[config.mk]
export PLATFORM = sky130hd
export DESIGN_NAME = soc_gpio
export DESIGN_NICKNAME = d
export VERILOG_FILES = /design/src/rtl/soc_gpio.sv
export SDC_FILE = /design/constraint.sdc
export NUM_CORES = 1
export LEC_CHECK = 0
export CORE_MARGIN = 2
export CORE_UTILIZATION = 60
export DETAILED_ROUTE_END_ITERATION = 10
export GPL_TIMING_DRIVEN = 0
export PLACE_DENSITY = 0.92
export SLEW_MARGIN = 0
export SYNTH_ARGS = -nofsm -noshare
export SYNTH_HDL_FRONTEND = slang
export SYNTH_SLANG_ARGS = --single-unit
[constraint.sdc]
create_clock -name clk -period 3.3 [get_ports clk]
set_clock_uncertainty 0.15 [all_clocks]
set_input_delay 0.495 -clock clk [delete_from_list [all_inputs] [get_ports clk]]
set_output_delay 0.495 -clock clk [all_outputs]
set_load 0.1 [all_outputs]
[src/rtl/soc_gpio.sv]
// Memory-mapped GPIO: synchronised, debounced switch inputs with rising-edge latches,
// an LED output register, per-bit interrupt enables and a registered level interrupt.
module soc_gpio #(
    parameter int DATA_W    = 16,
    parameter int N_SW      = 16,
    parameter int N_LED     = 16,
    parameter int DB_CYCLES = 4,
    parameter logic [N_LED-1:0] LED_RST = '0
) (
    input  logic              clk,
    input  logic              rst,
    input  logic [1:0]        addr,
    input  logic [DATA_W-1:0] wdata,
    input  logic              we,
    input  logic              re,
    output logic [DATA_W-1:0] rdata,
    input  logic [N_SW-1:0]   switches,
    output logic [N_LED-1:0]  leds,
    output logic              irq
);

    localparam int CW = $clog2(DB_CYCLES + 1);

    typedef enum logic [1:0] {
        REG_LED    = 2'd0,
        REG_SW     = 2'd1,
        REG_EDGE   = 2'd2,
        REG_IRQ_EN = 2'd3
    } reg_sel_t;

    logic [N_SW-1:0]   sync1;
    logic [N_SW-1:0]   s;
    logic [N_SW-1:0]   sw_db;
    logic [N_SW-1:0]   sw_db_next;
    logic [N_SW-1:0]   edge_lat;
    logic [N_SW-1:0]   edge_next;
    logic [N_SW-1:0]   edge_clr;
    logic [N_SW-1:0]   irq_en;
    logic [N_LED-1:0]  led_reg;
    logic [DATA_W-1:0] rd_val;
    logic [CW-1:0]     cnt      [N_SW];
    logic [CW-1:0]     cnt_next [N_SW];

    // NOTE: every combinational output gets a default before any branch, so no path
    // leaves a value unassigned and no latch is inferred.
    always_comb begin
        sw_db_next = sw_db;
        for (int i = 0; i < N_SW; i++) begin
            cnt_next[i] = '0;
            if (s[i] != sw_db[i]) begin
                // Accept the new level on the DB_CYCLES-th consecutive differing sample.
                if (cnt[i] == CW'(DB_CYCLES - 1)) sw_db_next[i] = s[i];
                else                              cnt_next[i]   = cnt[i] + CW'(1);
            end
        end

        edge_clr = '0;
        if (we && reg_sel_t'(addr) == REG_EDGE) edge_clr = wdata[N_SW-1:0];
        // A rising edge landing on the same cycle as its W1C clear survives.
        edge_next = (edge_lat & ~edge_clr) | (sw_db_next & ~sw_db);

        rd_val = '0;
        case (reg_sel_t'(addr))
            REG_LED:    rd_val[N_LED-1:0] = led_reg;
            REG_SW:     rd_val[N_SW-1:0]  = sw_db;
            REG_EDGE:   rd_val[N_SW-1:0]  = edge_lat;
            REG_IRQ_EN: rd_val[N_SW-1:0]  = irq_en;
            default:    rd_val = '0;
        endcase
    end

    // NOTE: sequential state uses non-blocking assignments so every flop samples
    // values from before the edge, independent of statement order.
    always_ff @(posedge clk or negedge rst) begin
        if (!rst) begin
            sync1    <= '0;
            s        <= '0;
            sw_db    <= '0;
            edge_lat <= '0;
            irq_en   <= '0;
            led_reg  <= LED_RST;
            rdata    <= '0;
            irq      <= 1'b0;
            // NOTE: the counter array is real flops, not RAM, so it is reset explicitly;
            // a mid-debounce reset must never leave a partial count behind.
            for (int i = 0; i < N_SW; i++) cnt[i] <= '0;
        end else begin
            sync1    <= switches;
            s        <= sync1;
            sw_db    <= sw_db_next;
            edge_lat <= edge_next;
            for (int i = 0; i < N_SW; i++) cnt[i] <= cnt_next[i];

            if (we && reg_sel_t'(addr) == REG_LED)    led_reg <= wdata[N_LED-1:0];
            if (we && reg_sel_t'(addr) == REG_IRQ_EN) irq_en  <= wdata[N_SW-1:0];

            // Reads see pre-edge state, so a simultaneous write returns the old value.
            if (re) rdata <= rd_val;
            irq <= |(edge_lat & irq_en);
        end
    end

    assign leds = led_reg;

endmodule
======== Yosys cells after proc, flatten, opt, wreduce, memory -nomap -nowiden ========
Index checks and enable logic that the tools add are counted.
operators by class
  $add $sub $neg .......................... 16
  equal/unequal tests ..................... 35
  muxes and demuxes ....................... 66
  bitwise logic cells ..................... 6
  reduce and logical (&&, ||, !) cells .... 5
operator list
  cell                   count
  $mux W3                32
  $pmux W16 S4           1
  $add A3 B1 Y3 const B  16
  $and A16 B16 Y16       3
  $eq A3 B2 Y1 const B   16
  $mux W1                32
  $not A16 Y16           2
  $mux W16               1
  $ne A1 B1 Y1           16
  $or A16 B16 Y16        1
  $reduce_or A16 Y1      1
  $eq A2 B2 Y1 const B   2
  $logic_and A1 B1 Y1    3
  $eq A2 B1 Y1 const B   1
  $logic_not A2 Y1       1
storage, ports and cells
  register bits after elaboration ......... 161
  bits of input ports ..................... 38
  output and inout port bits .............. 33
  logic and storage cells ................. 152

======== Depth between registers and ports, before layout ========
Gate-level depths: netlist (run 1).
  depth in word-level cells ............... 6
  mapped depth ............................ 6

======== Worst setup path before layout (run 1) ========
Ideal clock, no wire load.
  kind .................................... input to register
  start ................................... input port addr[0]
  end ..................................... register led_reg[10], in the netlist leds[10]
  arrival ................................. 1.429 ns
  path slack .............................. 1.595 ns
  stages on the path ...................... 4
  path through ............................ buf_6 nor3b_4 buf_6 mux2_2
between the ends
  word-level cells in the longest chain between the ends .. 2
RTL lines
  what                  RTL line  text
  start, declared       12        input logic [1:0] addr,
  $logic_not A2 Y1      94        if (we && reg_sel_t'(addr) == REG_LED) led_reg <= wdata[N_LED-1:0];
  $logic_and A1 B1 Y1   94
  end signal, assigned  94
  end, declared         39        logic [N_LED-1:0] led_reg;
No other way between the ends.
A chain may end at the register's enable or synchronous reset.

======== Worst setup path in the final report (run 1) ========
  start ................................... register rdata[12]
  end ..................................... output port rdata[12]
RTL lines
  what                    RTL line  text
  start, declared         16        output logic [DATA_W-1:0] rdata,
  start signal, assigned  98        if (re) rdata <= rd_val;
No word-level cell between the ends.

==> results of run 1 <==
## layout make-up
type                       instances  area (um2)  share of cell area, %
sequential                       161        4029                  50.53
multi-input combinational        261        2191                  27.48
timing repair buffer              70       719.4                  9.022
clock buffer                      20       445.4                  5.586
clock inverter                    12       180.2                  2.260
tap                              136       170.2                  2.134
inverter                          40       150.1                  1.883
buffer                            13       88.84                  1.114
## flip-flops by register name, summed over array words and instances (netlist names), 16 cells and up
name / cells
cnt: 48
edge_lat: 16
irq_en: 16
leds: 16
rdata: 16
s: 16
sw_db: 16
sync1: 16
## metrics by stage
step	total power, W	hold slack [ns]
final	0.007107	0.1975
after detailed placement	0.005000	0.1856
after global routing	0.007426	0.1900
after CTS	0.007134	0.2006
after floorplan	0.004388	0.04941
after global placement	0.004858	0.1817
## routing by layer
layer | routed length [um] | share of wire [%] | track usage, % | up-vias
met5 | 0 | 0 | 0 | -
met4 | 359 | 2.5 | 9.799 | 0
met3 | 684 | 4.8 | 7.990 | 39
met2 | 7440 | 52 | 45.69 | 156
met1 | 5730 | 40 | 32.29 | 2119
li1 | - | - | - | 1858
## placed cells by master, fill, tap and decap left out, drive strengths merged, types with 2 or more instances in the layout
| master | count |
|---|---|
| nor3b | 32 |
| o21ai | 4 |
| a22o | 4 |
| nor2b | 7 |
| nor3 | 14 |
| clkinv | 4 |
| ha | 16 |
| mux2i | 16 |
| nand2b | 15 |
| inv | 42 |
| o2bb2ai | 2 |
| clkdlybuf4s50 | 67 |
| bufinv | 4 |
| mux2 | 60 |
| o221ai | 16 |
| xnor2 | 16 |
| clkinvlp | 2 |
| dfrtp | 161 |
| a221oi | 4 |
| nand2 | 37 |
| a32o | 14 |
| buf | 12 |
| clkbuf | 23 |
## synthesized netlist by cell type
cell / number
clkbuf_1: 3
nor2b_1: 7
nor2_1: 1
o221ai_1: 16
mux2_2: 60
a221oi_1: 4
nor3_1: 14
buf_2: 5
buf_4: 1
nor3b_1: 31
inv_1: 40
nand2b_1: 15
nor3b_4: 1
dfrtp_1: 161
xnor2_1: 16
nand2_1: 37
nand3_2: 1
o21ai_0: 4
a22o_1: 4
nand4_1: 1
o2bb2ai_1: 2
and3b_1: 1
mux2i_1: 16
buf_6: 4
ha_1: 16
a32o_1: 14
## repair_timing
action	CTS	global route
hold endpoints to repair	54	0
hold buffers	1	0
setup buffers	0	0
## cell families (layout without fill, tap and decap cells)
kind of cell | count (synthesis) | in the layout | synth area share, %
flip-flops | 161 | 161 | 62.38
AND/OR/NAND/NOR | 109 | 109 | 9.706
multiplexers | 76 | 76 | 12.94
buffers and inverters | 53 | 155 | 3.700
AO/OA/AOI/OAI | 44 | 44 | 6.005
adder cells (fa/ha/maj) | 16 | 16 | 3.100
XOR/XNOR | 16 | 16 | 2.170
## power by group
part / leakage (nW) / switching, W / internal (W) / total, W
clock: 0.302 / 0.000791 / 0.00127 / 0.00207
combinational: 1.32 / 0.00136 / 0.000816 / 0.00218
sequential: 2.00 / 0.000394 / 0.00247 / 0.00286
total: 3.63 / 0.00255 / 0.00456 / 0.00711
## worst paths after layout
kind / start / to / slack (ns) / cells after the start
max: rdata[12] / rdata[12] / 0.58 / 1
min: sync1[7] / s[7] / 0.20 / 0
max reg2reg: cnt[3] / cnt[4] / 1.85 / 4
min reg2reg: sync1[7] / s[7] / 0.20 / 0
max in group asynchronous: rst / s[8] / 1.76 / 3
min in group asynchronous: rst / cnt[30] / 0.34 / 2
==> flow_summary.ini, run 1 <==
[drt]
postRouteWirelength_um = 14220
ant_nets = 0
drt_iter0_drc = 289
via_count = 4172
drc_errors = 0
wl_per_cell_um = 19.94
via_per_inst = 5.851
drt_first_pass_iters = 6

[clock_network]
clkLatencyLatePin_ns = 0.53
cts_tree = done
clkSlewWorstSetupHoldPaths_ns = 0.07
htreeDepth = 4
cts-root-buf = clkbuf_8
clock_sinks = 161
cts_resized = 0
cts_made_buffers = 17
cts_buffer_depth = 2

[die]
dieArea_mm2 = 0.01161
die_w_um = 107.8
start_util_pct = 62.28
rows = 37
die_h_um = 107.8
coreArea_mm2 = 0.01037
num_io_pins = 71

[placed_design]
place_area_mm2 = 0.007338
dp_cells = 680
dpl_worst_slack_ns = 0.8808
io_buffers = 68
place.gp.congestion = 0.8274
dp_hpwl_um = 8861

[global_routing]
grt_pass1_vias = 4456
grt_max_degree = 108
grtUsageTotal_pct = 26.80
grt_pass1_wl_um = 23130
grt.overflow.total = 0
antenna_found_initial = 0

[critical_path]
cp_cell_sequence = clkdlybuf4s50_1
cp_max_fo = 2
cp-end-kind = output port
critPathTopFamily = buffers and inverters
start_kind = flip-flop
required_ns = 2.65
slowest_stage = clkdlybuf4s50_1
cpPeakStageDelay_ns = 1.15
critPathArrivalTime_ns = 2.08
critPathBufInv = 1
critPathKind = flip-flop to output port

[layout]
n_antenna_cell = 0
fin_util_pct = 76.89
syn2layout_area_growth_pct = 23.46
drive_gt1_share_pct = 18.20
instances_no_fill = 713
final_nets = 618
stdcell_area_mm2 = 0.007974
fill_cells = 588

[power_and_ir_drop]
power-per-cell-area_mw_per_mm2 = 891.3
ir_worst_vdd_mv = 0.6122
leakagePower_nw = 3.628

[synth]
synth_top_area_share_pct = 62.38
synth.cell_area_mm2 = 0.006459
postSynthAreaPerCell_um2 = 13.60
ys_seq_elements = 161
syn_nets = 529
synth.largest_area_cell = dfrtp_1
yosysWarnings = 0
yosysUniqueCellTypes = 26
syn_inst = 475
synth_area_leaders = dfrtp_1 (62%), mux2_2 (10%), nor3b_1 (3.6%)
yosysSeqAreaShare_pct = 62.38

[sta]
max_freq_ghz = 0.3671
finalCritPeriodShare_pct = 82.54
drv_slew = 0
post-route-min-period_ns = 2.724
rsz0062_at_grt = no
worst_slack_ns = 0.5760
relSlewSlack_pct = 31.36
worst_slew_pin_slew_ns = 1.026
finalHoldViolCount = 0
setup_viol = 0
setup_tns_ns = 0

[flow_run]
cap_violations = 0

[status]
status = completed

[worst_hold_path]
hold_path.class = flip-flop to flip-flop
No activity file was read; power rests on OpenSTA's default activity.
==> run 2: changes to the inputs <==
Settings changed: CORE_UTILIZATION 60 to 50, PLACE_DENSITY 0.92 to 0.83.
Clock period 3.3 ns to 2.5 ns, I/O delays scaled along.
==> run 2 against run 1 <==
Hold slack lost 0.016 ns. Core utilization shrank 13 points. Largest cell class unchanged. Combinational power grew 28%. Via count shrank 3.9%.
==> flow_summary.ini, run 2 (synthesis results as in run 1) <==
[placed_design]
io_buffers = 68
place_area_mm2 = 0.007383
dp_hpwl_um = 8942
place.gp.congestion = 0.7579
dpl_worst_slack_ns = 0.1182

[drt]
via_count = 4009
drt_iter0_drc = 237
drt_first_pass_iters = 5
wl_per_cell_um = 17.60
postRouteWirelength_um = 13180
via_per_inst = 5.352
ant_nets = 0
drc_errors = 0

[power_and_ir_drop]
ir_worst_vdd_mv = 0.5771
power_frac_comb_pct = 30.0
leakagePower_nw = 3.757
seqPwrFrac_pct = 40.2
p_sw_share_pct = 34.93
internal_power_w = 0.006073
power-per-cell-area_mw_per_mm2 = 1160
switchingPower_w = 0.003260
clkPwrFrac_pct = 29.8

[global_routing]
grt_pass1_vias = 4411
grt_pass1_wl_um = 22110
grt.overflow.total = 0
antenna_found_initial = 0
grt_max_degree = 85
grtUsageTotal_pct = 20.66

[sta]
max_freq_ghz = 0.4056
rsz0062_at_grt = no
setup_viol = 0
finalHoldViolCount = 0
finalCritPeriodShare_pct = 98.63
worst_slack_ns = 0.03426
post-route-min-period_ns = 2.466
relSlewSlack_pct = 34.23
drv_slew = 0
worst_slew_pin_slew_ns = 0.9834

[clock_network]
htreeDepth = 4
clock_sinks = 161
cts_tree = done
cts_buffer_depth = 2
clkSlewWorstSetupHoldPaths_ns = 0.06
cts-root-buf = clkbuf_16
clkLatencyLatePin_ns = 0.42
cts_made_buffers = 17
cts_setup_buffers = 0

[die]
coreArea_mm2 = 0.01262
num_io_pins = 71
die_h_um = 117.7
rows = 41
dieArea_mm2 = 0.01384
start_util_pct = 51.18
die_w_um = 117.7

[worst_hold_path]
hold_depth = 2
hold_path.class = input pin to flip-flop

[critical_path]
critPathTopFamily = buffers and inverters
required_ns = 1.98
cp_cell_sequence = clkdlybuf4s50_1
cpPeakStageDelay_ns = 1.14
critPathArrivalTime_ns = 1.94
cp.depth = 1
start_kind = flip-flop
cp-end-kind = output port
worst-r2r-cell-count = 3
critPathBufInv = 1
cp_max_fo = 2
slowest_stage = clkdlybuf4s50_1
critPathKind = flip-flop to output port

[layout]
fill_cells = 950
drive_gt1_share_pct = 18.20
n_antenna_cell = 0
layout_common_cells = dfrtp_1 (161), mux2_2 (60), clkdlybuf4s50_1 (48)
fin_util_pct = 63.77
top_register = cnt
syn2layout_area_growth_pct = 24.60
largest_reg_flops = 48
final_nets = 618
stdcell_area_mm2 = 0.008048
layout_commonest_cell = dfrtp_1

[flow_run]
cap_violations = 0

[status]
status = completed
## run 2: cell count changes in the layout (fill, tap and decap cells not counted)
cell             previous run  this run
dlymetal6s2s_1              0        10
dlygate4sd2_1               0         9
inv_6                       2         1
clkdlybuf4s50_1            67        48
clkinv_2                    2         4
clkbuf_8                    3         0
clkbuf_16                  16        17
bufinv_16                   4         5
## run 2: layer usage
metal  vias to the layer above  track usage [%]  part of all wire (%)
met5                         -                0                     0
met2                        95            34.63                    52
li1                       1852                -                     -
met4                         0            10.39                   1.4
met3                        19            5.475                   4.8
met1                      2043            24.64                    41
## run 2: final cells by class
class / count / area [um2] / share of cell area (%)
multi-input combinational: 261 / 2191 / 27.22
inverter: 40 / 150.1 / 1.866
sequential: 161 / 4029 / 50.06
clock buffer: 18 / 429.2 / 5.333
buffer: 13 / 88.84 / 1.104
clock inverter: 14 / 211.5 / 2.627
timing repair buffer: 70 / 733.2 / 9.111
tap: 172 / 215.2 / 2.674
## run 2: path summary, 6_finish.rpt
path,start,end,slack (ns)
max,rdata[12],rdata[12],0.03
min,re,rdata[4],0.18
max reg2reg,edge_lat[9],irq,1.05
min reg2reg,sync1[14],s[14],0.20
max in group asynchronous,rst,s[9],0.98
min in group asynchronous,rst,sync1[5],0.40
## run 2: per-stage QoR
| stage | power [W] | TNS, ns | hold slack [ns] | std cells |
|---|---|---|---|---|
| after global placement | 0.006431 | -839.89 | 0.1825 | 715 |
| after floorplan | 0.005792 | 0 | -0.07059 | 475 |
| after detailed placement | 0.006595 | 0 | 0.1856 | 716 |
| after global routing | 0.009803 | 0 | 0.2008 | 749 |
| after CTS | 0.009402 | 0 | 0.1723 | 749 |
| final | 0.009333 | 0 | 0.1816 | 749 |
## run 2: power groups by stage
stage          Clock (W)  Combinational, W  Sequential [W]
2_1_floorplan          0           0.00120         0.00460
3_3_place_gp           0           0.00268         0.00375
3_5_place_dp           0           0.00281         0.00379
4_1_cts          0.00283           0.00282         0.00375
5_1_grt          0.00295           0.00301         0.00384
6_report         0.00278           0.00280         0.00376
## run 2: repair_timing
item,CTS,global route
hold buffers,1,0
endpoints found under the setup margin,9,10
hold endpoints to repair,77,0
gates resized for setup,9,10
==> run 3: changes to the inputs <==
Settings changed: REMOVE_ABC_BUFFERS set to 1.
==> run 3 against run 2 <==
Combinational power is essentially flat. Highest routed layer unchanged. Wire length shrank 6.6%. Register-to-register slack lost 0.08 ns. Total power shrank 3.2%.
==> flow_summary.ini, run 3 (synthesis results as in run 1) <==
[clock_network]
cts-root-buf = clkbuf_16
clkSlewWorstSetupHoldPaths_ns = 0.06
cts_made_buffers = 17
clock_sinks = 161
clkLatencyLatePin_ns = 0.42
htreeDepth = 4
cts_tree = done
cts_buffer_depth = 2

[sta]
setup_viol = 0
finalCritPeriodShare_pct = 98.19
relSlewSlack_pct = 28.56
rsz0062_at_grt = no
max_freq_ghz = 0.4074
worst_slack_ns = 0.04534
finalHoldViolCount = 0
worst_slew_pin_slew_ns = 1.070
post-route-min-period_ns = 2.455
drv_slew = 0

[die]
die_w_um = 117.7
num_io_pins = 71
start_util_pct = 51.18
rows = 41
dieArea_mm2 = 0.01384
die_h_um = 117.7
coreArea_mm2 = 0.01262

[layout]
syn2layout_area_growth_pct = 22.99
final_nets = 608
top_register = cnt
stdcell_area_mm2 = 0.007944
drive_gt1_share_pct = 16.64
instances_no_fill = 737
fin_util_pct = 62.95
largest_reg_flops = 48
fill_cells = 947
layout_commonest_cell = dfrtp_1
n_antenna_cell = 0
layout_common_cells = dfrtp_1 (161), mux2_2 (60), clkdlybuf4s50_1 (58)

[critical_path]
reg2reg_from = irq_en[2]
critPathBufInv = 1
critPathArrivalTime_ns = 1.93
r2r_setup_slack_ns = 0.97
critPathTopFamily = buffers and inverters
start_kind = flip-flop
cp_cell_sequence = clkdlybuf4s50_1
cp_max_fo = 2
cpPeakStageDelay_ns = 1.14
worst-r2r-cell-count = 3
required_ns = 1.98
r2r-end = irq
cp-end-kind = output port
critPathLaunch = rdata[7]
slowest_stage = clkdlybuf4s50_1
critPathKind = flip-flop to output port

[global_routing]
grt_max_degree = 99
grt.overflow.total = 0
met2_usage_pct = 31.54
grt_use_met3_pct = 6.492
grt_pass1_wl_um = 20800
top_usage_layer = met2
grt_pass1_vias = 4254
antenna_found_initial = 0
gr-usage-met1_pct = 22.96
grtUsageTotal_pct = 19.18

[placed_design]
dp_cells = 706
place_area_mm2 = 0.007332
io_buffers = 70
dpl_worst_slack_ns = -0.3022
place.gp.congestion = 0.7542
dp_hpwl_um = 7799

[drt]
drt_first_pass_iters = 4
drt_iter0_drc = 303
via_per_inst = 5.294
drc_errors = 0
ant_nets = 0
via_count = 3902
postRouteWirelength_um = 12310
wl_per_cell_um = 16.71

[status]
status = completed

[power_and_ir_drop]
p_total_w = 0.009032
leakagePower_nw = 3.688
ir_worst_vdd_mv = 0.5104
power-per-cell-area_mw_per_mm2 = 1137

[worst_hold_path]
hold_end = s[1]
hold_path.class = flip-flop to flip-flop
hold_start = sync1[1]
hold_depth = 0

[flow_run]
cap_violations = 0
==> run 3: what timing repair did <==
action                                  4_1_cts  5_1_grt
endpoints found under the setup margin        0       13
endpoints found under the hold margin        63        0
hold buffers                                  1        0
buffers inserted                              0        0
resized for setup                             0       11
==> run 3: per-stage QoR <==
| step | setup TNS [ns] | hold WS (ns) |
|---|---|---|
| 6_report | 0 | 0.1966 |
| 2_1_floorplan | 0 | -0.07059 |
| 4_1_cts | 0 | 0.1987 |
| 3_5_place_dp | -5.849 | 0.1855 |
| 5_1_grt | 0 | 0.2032 |
| 3_3_place_gp | -895.79 | 0.1828 |
==> run 3: where the power goes <==
part	internal, W	switching, W	total (W)
clock	0.00156	0.000946	0.00250
combinational	0.00106	0.00174	0.00280
sequential	0.00326	0.000470	0.00373
total	0.00588	0.00315	0.00903
==> run 3: final cells by class <==
cell class                 count  area, um2  share of cell area [%]
clock inverter                 6      80.08                   1.008
clock buffer                  24      491.7                   6.190
inverter                      40      150.1                   1.890
tap                          172      215.2                   2.709
timing repair buffer          73      779.5                   9.813
multi-input combinational    261       2198                   27.67
sequential                   161       4029                   50.72
==> run 3: worst max-delay path by stage <==
stage	end	slack (ns)	cells after the start
finish	rdata[7]	0.05	1
CTS	leds[6]	0.003	1
global route	rdata[15]	0.003	3
global placement	sync1[4]	-5.13	1
floorplan	rdata[0]	0.91	3
detailed placement	rdata[10]	-0.30	4
==> run 3: layer usage <==
metal  vias to the layer above  part of all wire [%]
li1                       1827                     -
met1                      1977                    43
met2                        80                    51
met3                        18                   4.5
met4                         0                   1.8
met5                         -                     0
